### config.mk
export PLATFORM = sky130hd
export DESIGN_NAME = bist_seq_ctrl
export DESIGN_NICKNAME = d
export VERILOG_FILES = /design/src/rtl/bist_seq_ctrl.sv
export SDC_FILE = /design/constraint.sdc
export NUM_CORES = 1
export LEC_CHECK = 0
export ABC_AREA = 1
export CAP_MARGIN = 15
export CORE_AREA = 2 2 87 81
export CTS_BUF_LIST = sky130_fd_sc_hd__clkbuf_8
export CTS_CLUSTER_SIZE = 30
export DETAILED_ROUTE_END_ITERATION = 8
export DIE_AREA = 0 0 89 83
export PLACE_DENSITY = 0.81
export SYNTH_ARGS = -nofsm -noshare
export SYNTH_HDL_FRONTEND = slang
export SYNTH_SLANG_ARGS = --single-unit
export TNS_END_PERCENT = 100
### constraint.sdc
create_clock -name CK -period 3.6 [get_ports CK]
set_input_delay 1.08 -clock CK [delete_from_list [all_inputs] [get_ports CK]]
set_output_delay 1.08 -clock CK [all_outputs]
set_load 0.02 [all_outputs]
### src/rtl/bist_seq_ctrl.sv
// BIST sequencer: LFSR pattern source, synchronous core clear, MISR compaction and golden compare.
// Optional serial signature read-out in DONE is enabled by defining BIST_SIG_SHIFT_EN.
module bist_seq_ctrl #(
    parameter int              IN_W      = 18,
    parameter int              OUT_W     = 19,
    parameter int              NPAT      = 256,
    parameter int              CLR_CYC   = 1,
    parameter logic [IN_W-1:0] TPG_POLY  = IN_W'(1) | (IN_W'(1) << (IN_W - 1)),
    parameter logic [IN_W-1:0] TPG_SEED  = IN_W'(1),
    parameter logic [OUT_W-1:0] MISR_POLY = OUT_W'(3)
) (
    input  logic             CK,
    input  logic             RN,
    input  logic             START,
    input  logic             ABORT,
    input  logic [OUT_W-1:0] CUT_OUT,
    input  logic [OUT_W-1:0] GOLDEN,
`ifdef BIST_SIG_SHIFT_EN
    input  logic             SHIFT,
    output logic             SO,
`endif
    output logic [IN_W-1:0]  CUT_IN,
    output logic             CUT_CLR,
    output logic             BUSY,
    output logic             DONE,
    output logic             PASS,
    output logic [OUT_W-1:0] SIG
);

    // cnt serves both INIT and RUN, so it is sized for the longer of the two
    localparam int CNT_MAX = (NPAT > CLR_CYC) ? NPAT : CLR_CYC;
    localparam int CNT_W   = $clog2(CNT_MAX + 1);
    localparam logic [IN_W-1:0] SEED_C = (TPG_SEED == {IN_W{1'b0}}) ? IN_W'(1) : TPG_SEED;

    typedef enum logic [2:0] {
        ST_IDLE = 3'd0,
        ST_INIT = 3'd1,
        ST_RUN  = 3'd2,
        ST_CMP  = 3'd3,
        ST_DONE = 3'd4
    } state_t;

    state_t             state_r, state_s;
    logic [IN_W-1:0]    lfsr_r, lfsr_s, cut_in_r;
    logic [OUT_W-1:0]   sig_r, sig_s;
    logic [CNT_W-1:0]   cnt_r, cnt_s;
    logic               pass_r, pass_s;
    logic               cut_clr_r, busy_r, done_r;
    logic               shift_s;

    function automatic logic parity_f(input logic [IN_W-1:0] v);
        return ^v;
    endfunction

    function automatic logic [OUT_W-1:0] misr_next_f(input logic [OUT_W-1:0] s,
                                                     input logic [OUT_W-1:0] d);
        return {s[OUT_W-2:0], 1'b0} ^ (s[OUT_W-1] ? MISR_POLY : {OUT_W{1'b0}}) ^ d;
    endfunction

`ifdef BIST_SIG_SHIFT_EN
    assign shift_s = SHIFT;
    assign SO      = sig_r[OUT_W-1];
`else
    assign shift_s = 1'b0;
`endif

    // Next-state and datapath update for the sequencer
    always_comb begin
        state_s = state_r;
        lfsr_s  = lfsr_r;
        sig_s   = sig_r;
        cnt_s   = cnt_r;
        pass_s  = pass_r;
        case (state_r)
            ST_IDLE: begin
                if (START && !ABORT) begin
                    state_s = ST_INIT;
                    lfsr_s  = SEED_C;
                    sig_s   = {OUT_W{1'b0}};
                    cnt_s   = {CNT_W{1'b0}};
                    pass_s  = 1'b0;
                end else begin
                    state_s = ST_IDLE;
                end
            end
            ST_INIT: begin
                if (ABORT) begin
                    state_s = ST_IDLE;
                    pass_s  = 1'b0;
                    cnt_s   = {CNT_W{1'b0}};
                end else if (cnt_r == CNT_W'(CLR_CYC - 1)) begin
                    state_s = ST_RUN;
                    cnt_s   = {CNT_W{1'b0}};
                end else begin
                    cnt_s   = cnt_r + CNT_W'(1);
                end
            end
            ST_RUN: begin
                // an aborted run keeps the partial signature untouched
                if (ABORT) begin
                    state_s = ST_IDLE;
                    pass_s  = 1'b0;
                end else begin
                    lfsr_s = {lfsr_r[IN_W-2:0], parity_f(lfsr_r & TPG_POLY)};
                    sig_s  = misr_next_f(sig_r, CUT_OUT);
                    cnt_s  = cnt_r + CNT_W'(1);
                    if (cnt_r == CNT_W'(NPAT - 1)) begin
                        state_s = ST_CMP;
                    end else begin
                        state_s = ST_RUN;
                    end
                end
            end
            ST_CMP: begin
                if (ABORT) begin
                    state_s = ST_IDLE;
                    pass_s  = 1'b0;
                end else begin
                    state_s = ST_DONE;
                    pass_s  = (sig_r == GOLDEN);
                end
            end
            ST_DONE: begin
                if (!START) begin
                    state_s = ST_IDLE;
                end else begin
                    state_s = ST_DONE;
                end
                if (shift_s) begin
                    sig_s = {sig_r[OUT_W-2:0], 1'b0};
                end else begin
                    sig_s = sig_r;
                end
            end
            default: begin
                state_s = ST_IDLE;
            end
        endcase
    end

    // State, datapath and output registers; outputs decode the next state so they align with it
    always_ff @(posedge CK) begin
        if (!RN) begin
            state_r   <= ST_IDLE;
            lfsr_r    <= {IN_W{1'b0}};
            sig_r     <= {OUT_W{1'b0}};
            cnt_r     <= {CNT_W{1'b0}};
            pass_r    <= 1'b0;
            cut_in_r  <= {IN_W{1'b0}};
            cut_clr_r <= 1'b0;
            busy_r    <= 1'b0;
            done_r    <= 1'b0;
        end else begin
            state_r   <= state_s;
            lfsr_r    <= lfsr_s;
            sig_r     <= sig_s;
            cnt_r     <= cnt_s;
            pass_r    <= pass_s;
            cut_in_r  <= (state_s == ST_RUN) ? lfsr_s : {IN_W{1'b0}};
            cut_clr_r <= (state_s == ST_INIT);
            busy_r    <= (state_s == ST_INIT) || (state_s == ST_RUN) || (state_s == ST_CMP);
            done_r    <= (state_s == ST_DONE);
        end
    end

    assign CUT_IN  = cut_in_r;
    assign CUT_CLR = cut_clr_r;
    assign BUSY    = busy_r;
    assign DONE    = done_r;
    assign PASS    = pass_r;
    assign SIG     = sig_r;

endmodule

==> results of run 1 <==
==> state kept, by name, summed over array words and instances, names as in the netlist <==
register,cells
BUSY,1
CUT_CLR,1
CUT_IN,18
DONE,1
PASS,1
SIG,19
cnt_r,9
lfsr_r,18
state_r,3
==> stage by stage <==
stage	hold slack [ns]	utilization, %	area (um^2)
finish	0.490	68.1	4390
global route	0.512	68.1	4390
CTS	0.490	68.1	4390
detailed placement	0.477	65.5	4220
global placement	0.477	65.5	4220
floorplan	0.458	-	3360
==> worst register-to-register path, cell delays in order, from the launching register on <==
cell,delay [ns]
dfxtp_1,0.38
ha_1,0.19
nand2_1,0.06
inv_1,0.09
nand2_1,0.08
nor4_1,0.37
inv_1,0.09
nor2_1,0.10
ha_1,0.15
nand2_1,0.06
nand3_2,0.12
nor2_4,0.04
nand2_4,0.21
nor2_1,0.09
==> cells in the final DEF (no fill, tap or decap), types with 2 or more instances in the layout <==
master           Yosys  layout
a211oi_2            10      10
a21oi_1             25      25
a22oi_1             11      11
a22oi_2              6       6
buf_4                2       2
clkbuf_8             0       9
clkdlybuf4s50_1      0      82
clkinv_2             0       2
clkinv_4             0       2
dfxtp_1             71      71
ha_1                 3       3
inv_1               59      61
inv_2                4       4
nand2_1             75      75
nand2b_1            17      17
nand3_1             13      13
nand3_2              2       2
nor2_1              52      52
nor2_2              12      12
nor2_4               3       3
nor3_1               5       5
o21ai_0             11      11
o21ai_1              2       2
xnor2_1              9       9
xor2_1              18      18
==> logic make-up (layout without fill, tap and decap cells) <==
group / after synthesis / count (layout) / share of synthesized area [%]
simple gates: 185 / 185 / 25.2
buf+inv: 79 / 165 / 10.3
flops: 71 / 71 / 42.3
compound gates: 65 / 65 / 14.1
xor+xnor: 27 / 27 / 7.04
fa+ha+maj: 3 / 3 / 1.12
==> synthesized netlist by cell type <==
cell type | number | area (um^2)
nand2_1 | 75 | 282
dfxtp_1 | 71 | 1420
inv_1 | 59 | 221
nor2_1 | 52 | 195
a21oi_1 | 25 | 125
xor2_1 | 18 | 158
nand2b_1 | 17 | 106
nand3_1 | 13 | 65.1
nor2_2 | 12 | 75.1
a22oi_1 | 11 | 82.6
o21ai_0 | 11 | 55.1
a211oi_2 | 10 | 125
xnor2_1 | 9 | 78.8
a22oi_2 | 6 | 75.1
buf_6 | 5 | 56.3
nor3_1 | 5 | 25.0
buf_2 | 4 | 20.0
inv_2 | 4 | 15.0
clkbuf_1 | 3 | 11.3
ha_1 | 3 | 37.5
nor2_4 | 3 | 33.8
buf_4 | 2 | 15.0
nand3_2 | 2 | 20.0
o21ai_1 | 2 | 10.0
buf_1 | 1 | 3.75
clkinv_1 | 1 | 3.75
nand2_2 | 1 | 6.26
nand2_4 | 1 | 11.3
nand3b_1 | 1 | 7.51
nand4_1 | 1 | 6.26
nor4_1 | 1 | 6.26
or2_2 | 1 | 6.26
==> worst max path at each step <==
stage	start	endpoint	slack, ns	cells after the start
2_1_floorplan	RN	SIG[15]$_SDFFE_PN0P_	1.55	4
6_report	ABORT	cnt_r[7]$_SDFFE_PN0P_	1.0	9
5_1_grt	ABORT	cnt_r[7]$_SDFFE_PN0P_	0.86	9
3_3_place_gp	ABORT	cnt_r[4]$_SDFFE_PN0P_	0.79	9
3_5_place_dp	ABORT	cnt_r[4]$_SDFFE_PN0P_	0.71	9
4_1_cts	SIG[18]$_SDFFE_PN0P_	SIG[18]	1.03	1
==> metal layers <==
metal	vias up	track usage, %	wire length, um
li1	1509	-	-
met1	1317	27.4	3370
met2	87	34.5	3510
met3	20	6.76	360
met4	0	7.60	172
met5	-	0	0
==> final cells by class <==
class | instances | area (um^2)
clock buffer | 9 | 124
clock inverter | 7 | 42.5
fill | 537 | 2060
inverter | 64 | 240
multi-input combinational | 280 | 1590
sequential | 71 | 1420
tap | 90 | 113
timing repair buffer | 85 | 856
==> power groups by stage <==
stage | combinational, mW | sequential [mW] | clock (mW)
final | 0.261 | 0.830 | 0.534
after global routing | 0.287 | 0.832 | 0.580
after CTS | 0.262 | 0.830 | 0.551
after detailed placement | 0.260 | 0.848 | 0
after global placement | 0.253 | 0.847 | 0
after floorplan | 0.132 | 0.865 | 0
==> reports/metrics.yaml, run 1 <==
worst_hold_path:
  whs_endpoint: "cnt_r[8]$_SDFFE_PN0P_"
  whs_path_depth: 2
  min_from: "cnt_r[8]$_SDFFE_PN0P_"
  worstHoldPathType: "flop to flop"
synthesis:
  synth-seq-area-share_pct: 42.3
  syn_nets: 475
  synth_area_mm2: 0.00336
  ys_warn_count: 0
  ys_seq_elements: 71
  synth_cell_type_count: 32
  syn_inst: 430
  syn_avg_cell_area_um2: 7.82
place:
  place_congestion: 0.838
  portBuffers: 82
  dpl.hpwl_mm: 5.43
  dp.cells: 590
  place_ws_ns: 0.712
setup_path:
  path_class: "input pin to flop"
  reg2reg_slack_ns: 1.45
  critPathRequiredTime_ns: 3.83
  critPathMaxStageDelay_ns: 0.51
  worstPathArrival_ns: 2.83
  regToRegStartpoint: "cnt_r[0]$_SDFFE_PN0P_"
  critPathTopFamily: "buffers and inverters"
  end_kind: "flop"
  crit_fanout: 11
  worst_setup_path_start_kind: "input pin"
  path_buf_inv: 3
  r2r_cells: 13
  worst_r2r_endpoint: "CUT_IN[1]$_SDFF_PN0_"
  worstPathCellList: "clkdlybuf4s50_1 > inv_2 > nand2_1 > nand3_1 > nand3_2 > inv_1 > nand3_1 > nand2_1 > nor2_1"
  slowest_stage: "clkdlybuf4s50_1"
power:
  ir_worst_vdd_mv: 0.369
  pwr-share-comb_pct: 16.1
  clockPowerShare_pct: 32.9
  power_mw: 1.63
  p_switching_uw: 450
  p_seq_share_pct: 51.1
  intPower_mw: 1.18
  p_leak_nw: 1.89
  swShare_pct: 27.7
  power-per-cell-area_mw_per_mm2: 370
grt:
  antenna_found_initial: 0
  overflow: 0
  grt_pass1_wl_mm: 12.8
  grt_use_total_pct: 21.6
  grt_pass1_vias: 2884
  grt_max_degree: 40
floorplan:
  boundaryPins: 83
  coreArea_mm2: 0.00645
  die_y_um: 83
  die_x_um: 89
  rows: 28
  die-area_mm2: 0.00739
  start_util_pct: 52.1
sta:
  layout_setup_ws_ns: 0.999
  fin_crit_ns: 2.60
  period_share_pct: 72.3
  rsz0062_at_grt: "false"
  maxClockFrequency_mhz: 384
  max-slew-margin-rel_pct: 55.7
  drv_slew: 0
  fin_skew_ns: 0.0116
  hold_viol: 0
  tightest_slew_ns: 0.661
  setup-tns-final_ns: 0
  setup_violations: 0
detailed_routing:
  dr.pass1.iters: 4
  drc_errors: 0
  drt_iter0_drc: 97
  wl_per_cell_um: 12.2
  wl_mm: 7.40
  avgViaCountPerCell: 4.84
  vias: 2933
  ant_nets: 0
clock_tree:
  ctsResizeCount: 0
  clk_latency_ns: 0.34
  numCtsBuffers: 9
  cts_max_level: 3
  tritoncts: "yes"
  clk_path_buf_depth: 2
  clk_pin_slew_ns: 0.08
  holdBufCountCts: 0
  postCtsSetupBuffers: 0
  cts_num_sinks: 71
  cts_root_buf: "clkbuf_8"
outcome:
  status: "finished, final reports clean"
cells_and_area:
  area_growth_pct: 30.6
  drive_above_1_share_pct: 11.0
  n_antenna_cell: 0
  nNetsFinal: 556
  instances_no_fill: 606
run:
  drv_cap: 0
No activity file was read; power rests on OpenSTA's default activity.
==> run 2: changes to the inputs <==
--- a/config.mk
+++ b/config.mk
@@ -7,12 +7,12 @@
 export LEC_CHECK = 0
 export ABC_AREA = 1
 export CAP_MARGIN = 15
-export CORE_AREA = 2 2 87 81
+export CORE_AREA = 2 2 89 83
 export CTS_BUF_LIST = sky130_fd_sc_hd__clkbuf_8
 export CTS_CLUSTER_SIZE = 30
 export DETAILED_ROUTE_END_ITERATION = 8
-export DIE_AREA = 0 0 89 83
-export PLACE_DENSITY = 0.81
+export DIE_AREA = 0 0 91 85
+export PLACE_DENSITY = 0.77
 export SYNTH_ARGS = -nofsm -noshare
 export SYNTH_HDL_FRONTEND = slang
 export SYNTH_SLANG_ARGS = --single-unit
==> constraint.sdc (replaced) <==
create_clock -name CK -period 2.49 [get_ports CK]
set_input_delay 0.747 -clock CK [delete_from_list [all_inputs] [get_ports CK]]
set_output_delay 0.747 -clock CK [all_outputs]
set_load 0.02 [all_outputs]
==> run 2 against run 1 <==
Effect of this change: global-route usage down 1.4 points; final cell count is 1.7% higher; cell area up 1.4%; combinational power rose by 48%; first-iteration DRC count is 4.1% higher; sequential power rose by 45%; clock power rose by 63%; via count is 1.7% lower; sequential share of layout area is 0.45 points lower; die area rose by 4.7%; flip-flop and latch count did not move; utilization shrank 2.8 points; largest power group unchanged; highest routed layer unchanged.
==> reports/metrics.yaml, run 2 (same netlist as run 1, synthesis figures left out) <==
setup_path:
  r2r_cells: 13  # unchanged
  path_class: "input pin to flop"  # unchanged
  worst_r2r_endpoint: "CUT_IN[1]$_SDFF_PN0_"  # unchanged
  cp-startpoint: "ABORT"  # unchanged
  regToRegStartpoint: "cnt_r[1]$_SDFFE_PN0P_"  # was cnt_r[0]$_SDFFE_PN0P_
  crit_end: "lfsr_r[10]$_SDFF_PN0_"  # was cnt_r[7]$_SDFFE_PN0P_
  worstPathArrival_ns: 2.53  # was 2.83 ns
  end_kind: "flop"  # unchanged
  reg2reg_slack_ns: 0.41  # was 1.45 ns
  critPathMaxStageDelay_ns: 0.65  # was 0.51 ns
  slowest_stage: "nor2_2"  # was clkdlybuf4s50_1
  worstPathCellList: "clkdlybuf4s50_1 > inv_2 > nand2_1 > nor2_1 > nor2_2 > a22oi_2 > nand2b_1 > inv_1"  # was clkdlybuf4s50_1 > inv_2 > nand2_1 > nand3_1 > nand3_2 > inv_1 > nand3_1 > nand2_1 > nor2_1
  critPathRequiredTime_ns: 2.79  # was 3.83 ns
  worst_setup_path_start_kind: "input pin"  # unchanged
  crit_fanout: 18  # was 11
power:
  p_seq_share_pct: 48.9  # was 51.1%
  clockPowerShare_pct: 35.4  # was 32.9%
  p_switching_uw: 723  # was 450 uW
  p_leak_nw: 1.91  # was 1.89 nW
  power_mw: 2.46  # was 1.63 mW
  power-per-cell-area_mw_per_mm2: 552  # was 370 mW/mm^2
  intPower_mw: 1.73  # was 1.18 mW
  ir_worst_vdd_mv: 0.366  # was 0.369 mV
  pwr-share-comb_pct: 15.7  # was 16.1%
  swShare_pct: 29.4  # was 27.7%
run:
  drv_cap: 0  # unchanged
grt:
  grt_pass1_vias: 2794  # was 2884
  top_usage_layer: "met2"  # unchanged
  grt_pass1_wl_mm: 12.6  # was 12.8 mm
  grt_max_degree: 37  # was 40
  overflow: 0  # unchanged
  use_met1_pct: 25.3  # was 27.4%
  grtUsageMet2_pct: 33.5  # was 34.5%
  antenna_found_initial: 0  # unchanged
  grt_use_total_pct: 20.3  # was 21.6%
  met3_usage_pct: 3.82  # was 6.76%
floorplan:
  die_y_um: 85  # was 83 um
  boundaryPins: 83  # unchanged
  rows: 29  # was 28
  die-area_mm2: 0.00774  # was 0.00739 mm^2
  start_util_pct: 49.3  # was 52.1%
  die_x_um: 91  # was 89 um
  coreArea_mm2: 0.00682  # was 0.00645 mm^2
detailed_routing:
  drt_iter0_drc: 101  # was 97
  avgViaCountPerCell: 4.68  # was 4.84
  wl_per_cell_um: 12.3  # was 12.2 um
  vias: 2882  # was 2933
  drc_errors: 0  # unchanged
  dr.pass1.iters: 4  # unchanged
  wl_mm: 7.57  # was 7.40 mm
  ant_nets: 0  # unchanged
place:
  dp.cells: 599  # was 590
  place_ws_ns: -0.343  # was 0.712 ns
  dpl_cell_area_mm2: 0.00426  # was 0.00422 mm^2
  place_congestion: 0.853  # was 0.838
  dpl.hpwl_mm: 5.51  # was 5.43 mm
  portBuffers: 82  # unchanged
cells_and_area:
  n_antenna_cell: 0  # unchanged
  fin_area_mm2: 0.00445  # was 0.00439 mm^2
  nNetsFinal: 563  # was 556
  fin_util_pct: 65.2  # was 68.1%
  final_common_cell: "clkdlybuf4s50_1"  # unchanged
  largest_reg_flops: 19  # unchanged
  final_cell_mix: "clkdlybuf4s50_1 (82), nand2_1 (75), dfxtp_1 (71)"  # unchanged
  area_growth_pct: 32.4  # was 30.6%
  drive_above_1_share_pct: 12.6  # was 11.0%
  instances_no_fill: 616  # was 606
sta:
  whs_ns: 0.489  # was 0.490 ns
  hold_viol: 0  # unchanged
  fin_skew_ns: 0.00901  # was 0.0116 ns
  drv_slew: 0  # unchanged
  period_share_pct: 89.2
  setup_violations: 0  # unchanged
  rsz0062_at_grt: "false"  # unchanged
  setup-tns-final_ns: 0  # unchanged
  maxClockFrequency_mhz: 450
  max-slew-margin-rel_pct: 44.7  # was 55.7%
  fin_crit_ns: 2.22
  tightest_slew_ns: 0.828  # was 0.661 ns
  layout_setup_ws_ns: 0.268  # was 0.999 ns
clock_tree:
  clk_path_buf_depth: 2  # unchanged
  cts_max_level: 3  # unchanged
  postCtsSetupBuffers: 0  # unchanged
  cts_num_sinks: 71  # unchanged
  numCtsBuffers: 9  # unchanged
  holdBufCountCts: 0  # unchanged
  tritoncts: "yes"  # unchanged
  clk_pin_slew_ns: 0.08  # about the same
  clk_latency_ns: 0.35  # was 0.34 ns
  cts_root_buf: "clkbuf_8"  # unchanged
worst_hold_path:
  min_from: "cnt_r[8]$_SDFFE_PN0P_"  # unchanged
  worstHoldPathType: "flop to flop"  # unchanged
outcome:
  status: "finished, final reports clean"  # unchanged
-- run 2: final cells by class --
type                    instances  area [um^2]
clock inverters                 7         61.3
well taps                      93          116
multi-input cells             281         1600
repair buffers                 91          888
inverters                      64          240
fillers                       610         2370
clock buffers                   9          124
flip-flops and latches         71         1420
-- run 2: routing by layer --
| metal | vias to the layer above | wire length [um] |
|---|---|---|
| li1 | 1525 | - |
| met1 | 1293 | 3410 |
| met2 | 47 | 3710 |
| met3 | 17 | 204 |
| met4 | 0 | 238 |
| met5 | - | 0 |
-- run 2: how the worst min path moves through the flow --
stage,slack (ns),endpoint,depth (start not counted)
global placement,0.47,cnt_r[8]$_SDFFE_PN0P_,2
floorplan,0.46,cnt_r[8]$_SDFFE_PN0P_,2
detailed placement,0.48,cnt_r[8]$_SDFFE_PN0P_,2
finish,0.49,cnt_r[8]$_SDFFE_PN0P_,2
CTS,0.49,cnt_r[8]$_SDFFE_PN0P_,2
global route,0.53,cnt_r[8]$_SDFFE_PN0P_,2
-- run 2: critical path, delay by kind of cell --
| kind | cells | cell delay (ns) |
|---|---|---|
| buf+inv | 3 | 0.61 |
| compound gates | 1 | 0.12 |
| simple gates | 4 | 1.04 |
-- run 2: repair_timing --
action | in CTS | in global routing
endpoints found under the hold margin | 0 | 0
setup endpoints to repair | 0 | 26
resized for setup | 0 | 0
-- run 2: power groups by stage --
stage	Clock [mW]	Combinational (mW)	Sequential, mW
2_1_floorplan	0	0.191	1.25
3_3_place_gp	0	0.377	1.23
3_5_place_dp	0	0.382	1.23
4_1_cts	0.886	0.385	1.20
5_1_grt	0.941	0.421	1.21
6_report	0.870	0.386	1.20
==> run 3: changes to the inputs <==
==> constraint.sdc (replaced) <==
create_clock -name CK -period 2.49 [get_ports CK]
set_input_delay 0.747 -clock CK [delete_from_list [all_inputs] [get_ports CK]]
set_output_delay 0.747 -clock CK [all_outputs]
set_load 0.01 [all_outputs]
==> results of run 3 <==
Same layout as run 2 (identical final DEF). Status: finished, final reports clean.
Main changes from that run: total power 2.46 mW -> 2.44 mW
